$ cat src/rtl/addsub_pkg.sv
// Shared encodings for the add/sub arbiter: FSM states and operation codes.
package addsub_pkg;

    typedef enum logic [1:0] {
        IDLE = 2'd0,
        EXEC = 2'd1,
        DONE = 2'd2
    } state_t;

    localparam logic OP_ADD = 1'b0;
    localparam logic OP_SUB = 1'b1;

endpackage

$ cat src/rtl/addsub.sv
// Combinational signed add/sub with overflow flag.
module addsub
    import addsub_pkg::*;
#(
    parameter int WIDTH = 4
) (
    input  logic [WIDTH-1:0] a,
    input  logic [WIDTH-1:0] b,
    input  logic             op,
    output logic [WIDTH-1:0] sum,
    output logic             ov
);

    logic [WIDTH:0] ext;

    // One extra sign bit gives the exact result; overflow shows up as the two
    // top bits disagreeing. This also handles subtracting the most negative
    // value, whose negation is not representable in WIDTH bits.
    always_comb begin
        if (op == OP_SUB) ext = {a[WIDTH-1], a} - {b[WIDTH-1], b};
        else              ext = {a[WIDTH-1], a} + {b[WIDTH-1], b};
        sum = ext[WIDTH-1:0];
        ov  = ext[WIDTH] ^ ext[WIDTH-1];
    end

endmodule

$ cat src/rtl/addsub_arbiter.sv
// Round-robin arbiter sharing one addsub unit between NREQ requesters.
// Each operation: IDLE (grant + latch) -> EXEC (register result, done) -> DONE.
module addsub_arbiter
    import addsub_pkg::*;
#(
    parameter int WIDTH = 4,
    parameter int NREQ  = 2
) (
    input  logic                  clk,
    input  logic                  rst_n,
    input  logic [NREQ-1:0]       req,
    input  logic [NREQ*WIDTH-1:0] a_in,
    input  logic [NREQ*WIDTH-1:0] b_in,
    input  logic [NREQ-1:0]       op_in,
    output logic [NREQ-1:0]       gnt,
    output logic [NREQ-1:0]       done,
    output logic [WIDTH-1:0]      result,
    output logic                  ov
);

    localparam int PW = (NREQ > 2) ? 2 : 1;

    state_t          state;
    logic [PW-1:0]   rr_ptr;
    logic [PW-1:0]   win;
    logic [WIDTH-1:0] a_q;
    logic [WIDTH-1:0] b_q;
    logic            op_q;
    logic [PW-1:0]   pick;
    logic [WIDTH-1:0] sum;
    logic            sum_ov;

    // First requester with req set, scanning rr_ptr, rr_ptr+1, ... with wrap.
    // Descending offset order so the smallest offset is assigned last and wins.
    function automatic logic [PW-1:0] rr_pick(input logic [NREQ-1:0] r,
                                              input logic [PW-1:0]   ptr);
        logic [PW-1:0] sel;
        int            idx;
        sel = ptr;
        for (int k = NREQ - 1; k >= 0; k--) begin
            idx = (int'(ptr) + k) % NREQ;
            if (r[idx]) sel = PW'(idx);
        end
        return sel;
    endfunction

    function automatic logic [NREQ-1:0] onehot(input logic [PW-1:0] w);
        return NREQ'(1) << w;
    endfunction

    // Winner among the currently requesting blocks.
    always_comb begin
        pick = rr_pick(req, rr_ptr);
    end

    addsub #(.WIDTH(WIDTH)) u_addsub (
        .a   (a_q),
        .b   (b_q),
        .op  (op_q),
        .sum (sum),
        .ov  (sum_ov)
    );

    // Control FSM with registered grant, done, result and overflow.
    always_ff @(posedge clk or negedge rst_n) begin
        if (!rst_n) begin
            state  <= IDLE;
            gnt    <= '0;
            done   <= '0;
            result <= '0;
            ov     <= 1'b0;
            rr_ptr <= '0;
            win    <= '0;
            a_q    <= '0;
            b_q    <= '0;
            op_q   <= 1'b0;
        end else begin
            case (state)
                IDLE: begin
                    if (|req) begin
                        win   <= pick;
                        a_q   <= a_in[pick*WIDTH +: WIDTH];
                        b_q   <= b_in[pick*WIDTH +: WIDTH];
                        op_q  <= op_in[pick];
                        gnt   <= onehot(pick);
                        state <= EXEC;
                    end else begin
                        gnt <= '0;
                    end
                end
                EXEC: begin
                    gnt    <= '0;
                    result <= sum;
                    ov     <= sum_ov;
                    done   <= onehot(win);
                    state  <= DONE;
                end
                DONE: begin
                    done   <= '0;
                    rr_ptr <= PW'((int'(win) + 1) % NREQ);
                    state  <= IDLE;
                end
                default: begin
                    gnt   <= '0;
                    done  <= '0;
                    state <= IDLE;
                end
            endcase
        end
    end

endmodule

$ cat config.mk
export PLATFORM = sky130hd
export DESIGN_NAME = addsub_arbiter
export DESIGN_NICKNAME = d
export VERILOG_FILES = /design/src/rtl/addsub_pkg.sv /design/src/rtl/addsub.sv /design/src/rtl/addsub_arbiter.sv
export SDC_FILE = /design/constraint.sdc
export NUM_CORES = 1
export LEC_CHECK = 0
export BUFFER_PORTS_ARGS = -buffer_cell sky130_fd_sc_hd__buf_2
export CAP_MARGIN = 15
export CORE_UTILIZATION = 30
export CTS_BUF_LIST = sky130_fd_sc_hd__clkbuf_4 sky130_fd_sc_hd__clkbuf_8
export DETAILED_ROUTE_END_ITERATION = 12
export GPL_TIMING_DRIVEN = 0
export SYNTH_ARGS = -nofsm -noshare
export SYNTH_HDL_FRONTEND = slang
export SYNTH_HIERARCHICAL = 1
export SYNTH_SLANG_ARGS = --single-unit
$ cat constraint.sdc
create_clock -name clk -period 3 [get_ports clk]
set_clock_uncertainty 0.1 [all_clocks]
set_input_delay 0.6 -clock clk [delete_from_list [all_inputs] [get_ports clk]]
set_output_delay 0.6 -clock clk [all_outputs]
set_load 0.02 [all_outputs]
-- After elaboration in Yosys (flattened, before gate mapping)
Cells that the tools add are included.
- register bits: 22
- input port bits: 22
- output and inout port bits: 9
- word-level logic and storage cells: 44
- add/sub/neg operators: 4
- order comparisons: 3
- eq/ne operators: 3
- shifts and indexed selects: 4
- muxes and demuxes: 15
- bitwise operators: 2
- reductions and logical operators: 3
- operator list (cell ; number):
    $shiftx A8 B4 Y4 ; 2
    $pmux W2 S2 ; 3
    $mux W1 ; 9
    $add A4 B4 Y5 ; 1
    $mux W5 ; 1
    $sub A4 B4 Y5 ; 1
    $lt A1 B2 Y1 const B ; 2
    $mux W2 ; 2
    $shl A1 B1 Y2 const A ; 2
    $lt A2 B3 Y1 const B ; 1
    $add A1 B1 Y1 const B ; 2
    $eq A2 B1 Y1 const B ; 1
    $eq A2 B2 Y1 const B ; 1
    $logic_not A2 Y1 ; 1
    $ne A2 B2 Y1 const B ; 1
    $reduce_and A2 Y1 ; 1
    $reduce_or A2 Y1 ; 1
    $and A1 B1 Y1 const A ; 1
    $xor A1 B1 Y1 ; 1

-- Longest topological paths before layout
- word-level depth: 10
- gate-level depth with buffers: 10
- mapped depth without buffers: 10

-- Modules after synthesis
Netlist, hierarchy kept.
- modules (own cells, without submodules) (module ; instances ; cells an instance ; area an instance (sq um)):
    addsub_arbiter ; 1 ; 96 ; 1093.5
    addsub ; 1 ; 34 ; 251.5

-- Worst setup path after synthesis
No wires, ideal clock.
- path type: register to register
- from: register b_q[0]
- to: register ov
- setup time: 0.125 ns
- data arrival time: 2.095 ns
- setup slack: 0.680 ns
- cell stages (with the launch flop): 11
- path buffers: 0
- cell sequence: dfrtp_1 inv_1 ha_1 mux2_2 fa_1 inv_1 a21o_1 a21oi_1 xnor2_1 xnor2_1 mux2_4
- longest elaborated chain between the ends: 3
- ends and longest elaborated chain (item ; line ; RTL):
    from (decl) ; addsub_arbiter.sv:27 ; logic [WIDTH-1:0] b_q;
    from (signal assigned) ; addsub_arbiter.sv:83 ; b_q <= b_in[pick*WIDTH +: WIDTH];
    $add A4 B4 Y5 / $sub A4 B4 Y5 (equally long branches) ; addsub.sv:21, addsub.sv:20 ;
    $mux W5 (*) ; addsub.sv:20 ; if (op == OP_SUB) ext = {a[WIDTH-1], a} - {b[WIDTH-1], b};
    $xor A1 B1 Y1 (*) ; addsub.sv:23 ; ov = ext[WIDTH] ^ ext[WIDTH-1];
    net sum_ov ; addsub_arbiter.sv:31 ; logic sum_ov;
    to (signal assigned) ; addsub_arbiter.sv:94 ; ov <= sum_ov;
    to (decl) ; addsub_arbiter.sv:18 ; output logic ov
The timed path passes the listed nets; every way through them passes the cells marked *.
A chain may end at the register's enable or synchronous reset.

-- Worst setup path in the final report
Same ends and word-level chain as after synthesis.

==> impl_metrics.env <==
export IMPL_die_area_um2=4755
export IMPL_cts_root_buf="clkbuf_8"
export IMPL_wl_um=2612
export IMPL_crit_buf_inv=2
export IMPL_synthAdderAreaFrac_pct=6.140
export IMPL_endpoint_kind="flop"
export IMPL_numCtsBuffers=3
export IMPL_die_x_um=68.96
export IMPL_diodes=0
export IMPL_postRouteAntennaNets=0
export IMPL_ys_async_sr_fraction_pct=100.0
export IMPL_firstDrtPassIters=4
export IMPL_yosysWarnings=6
export IMPL_ir_drop_v=0.0003653
export IMPL_hold_viol=0
export IMPL_synth_cell_area_um2=1345
export IMPL_synthMuxAreaShare_pct=7.907
export IMPL_synth_xor_area_share_pct=4.558
export IMPL_cts_clk_slew_worst_paths_ns=0.08
export IMPL_clk_latency_ns=0.26
export IMPL_grt_setup_unrepaired="no"
export IMPL_syn_inst=130
export IMPL_path_cells="inv_1, ha_1, mux2_2, fa_1, inv_1, a21o_1, a21oi_1, xnor2_1, xnor2_1, mux2_4"
export IMPL_critPathArrivalTime_ns=2.48
export IMPL_dpl_hpwl_um=2098
export IMPL_start_util_pct=32.46
export IMPL_critical_path_top_delay_family="adder cells"
export IMPL_htree_num_levels=1
export IMPL_ys_ff_latch=22
export IMPL_slowest_delay_ns=0.43
export IMPL_coreArea_um2=4144
export IMPL_p_per_area_nw_per_um2=1317
export IMPL_setup_total_negative_slack_ns=0
export IMPL_grt_util_all_layers_pct=12.94
export IMPL_avgSynthCellArea_um2=10.35
export IMPL_numClockSinks=22
export IMPL_grt_pass1_wl_um=4581
export IMPL_synth_top_family_by_area="compound AO/OA/AOI/OAI gates"
export IMPL_cts_max_path_buffers=2
export IMPL_utilization_pct=39.31
export IMPL_ys_types=30
export IMPL_dp_cells=210
export IMPL_fin_crit_sh_pct=81.01
export IMPL_synthFlopType="dfrtp_1"
export IMPL_hold_path_class="input pin to asynchronous set/reset pin"
export IMPL_io_buffers=30
export IMPL_yosys_area_share_simple_pct=10.79
export IMPL_postCtsResizedCells=0
export IMPL_yosysSeqAreaShare_pct=40.93
export IMPL_fillers=421
export IMPL_drc=0
export IMPL_post_route_min_period_ns=2.430
export IMPL_final_area_um2=1629
export IMPL_worstPathRequired_ns=3.05
export IMPL_cts_hold_buf=0
export IMPL_hold_slack_ns=0.1924
export IMPL_gp_congestion=0.7608
export IMPL_cts_setup_buffers=0
export IMPL_drv_slew=0
export IMPL_wire_per_inst_um=12.21
export IMPL_ios=31
export IMPL_vias=1043
export IMPL_vias_per_cell=4.874
export IMPL_slew_headroom_pct=57.24
export IMPL_setup_viol=0
export IMPL_grt_pass1_vias=1007
export IMPL_drv_cap=0
export IMPL_status="finished clean"
export IMPL_stdcell_count=214
export IMPL_fmax_mhz=411.5
export IMPL_synth_edff_count=0
export IMPL_drive_above_1_share_pct=32.32
export IMPL_worstSetupStartpointType="flop"
export IMPL_overflow=0
export IMPL_cts_tree="done"
export IMPL_grt_start_max_net_pins=23
export IMPL_area_delta_synth_final_pct=21.12
export IMPL_placement_cell_area_um2=1558
export IMPL_worst_pin_slew_ns=0.6391
export IMPL_antenna_found_initial=0
export IMPL_drt_iter0_drc=31
export IMPL_rows=23
export IMPL_cp_max_fo=4
export IMPL_crit_type="flop to flop"
export IMPL_crit_slowest_cell="fa_1"
export IMPL_p_leak_nw=0.7839
export IMPL_nNetsFinal=193
export IMPL_syn_num_nets=158
export IMPL_synth_compound_area_share_pct=20.28
export IMPL_die_h_um=68.96
==> sequential cells by signal, indices dropped and copies added, names as in the netlist <==
register / count
rr_ptr: 1
state: 2
result: 4
ov: 1
done: 2
op_q: 1
win: 1
b_q: 4
a_q: 4
gnt: 2
==> path summary, 6_finish.rpt <==
kind                            from   endpoint  slack, ns  cells past startpoint
setup / recovery              b_q[0]         ov       0.57                     10
hold / removal                 rst_n        win       0.19                      1
setup reg to reg              b_q[0]         ov       0.57                     10
hold reg to reg            result[0]  result[0]       0.41                      1
max in group asynchronous      rst_n         ov       2.27                      1
min in group clk           result[0]  result[0]       0.41                      1
==> power by group <==
| group | total, mW | switching (mW) | internal (mW) |
|---|---|---|---|
| combinational | 1.33 | 0.644 | 0.682 |
| sequential | 0.548 | 0.101 | 0.446 |
| clock | 0.272 | 0.0943 | 0.178 |
| total | 2.15 | 0.840 | 1.31 |
==> per-stage QoR <==
| stage | power, mW | setup WS (ns) |
|---|---|---|
| 2_1_floorplan | 1.654 | 0.6796 |
| 3_5_place_dp | 1.888 | 0.5633 |
| 6_report | 2.146 | 0.5697 |
| 3_3_place_gp | 1.862 | 0.5862 |
| 5_1_grt | 2.359 | 0.4169 |
| 4_1_cts | 2.169 | 0.5491 |
==> cell families after synthesis <==
group / Yosys count
multiplexers: 8
buffers and inverters: 24
AO/OA/AOI/OAI: 38
AND/OR/NAND/NOR: 25
adder cells (fa/ha/maj): 6
flip-flops: 22
XOR/XNOR: 7
==> layout make-up <==
cell class,count,area (um2),area share (%)
buffer,9,70.07,4.301
clock buffer,3,41.29,2.535
clock inverter,1,30.03,1.843
inverter,15,56.30,3.456
multi-input combinational,84,668.1,41.01
sequential,22,550.5,33.79
tap,50,62.56,3.840
timing repair buffer,30,150.1,9.217
==> per-layer routing <==
| metal | vias to the layer above | GRT usage [%] | part of all wire [%] |
|---|---|---|---|
| li1 | 542 | - | - |
| met1 | 470 | 17.49 | 50 |
| met2 | 29 | 20.63 | 44 |
| met3 | 2 | 3.125 | 5.1 |
| met4 | 0 | 3.061 | 1.0 |
| met5 | - | 0 | 0 |
==> synthesized netlist by cell type, types with 3 or more instances <==
cell type  count  area (um2)
nor2_1         6       22.52
dfrtp_1       22       550.5
xnor2_1        7       61.31
o21ai_1       12       60.06
ha_1           5       62.56
buf_6          4       45.04
a21oi_1        3       15.01
nand3_1        9       45.04
mux2_4         5       75.07
inv_1         13       48.80
o2111ai_1     18       157.7
==> cells in the final DEF (no fill, tap or decap), types with 3 or more instances in the layout <==
master / n
buf_6: 4
mux2_4: 5
nand3_1: 9
clkbuf_8: 3
o21ai_1: 12
ha_1: 5
o2111ai_1: 18
nor2_1: 6
inv_1: 13
dfrtp_1: 22
buf_2: 32
xnor2_1: 7
a21oi_1: 3
Note: power is estimated with default switching activity, not from simulation.
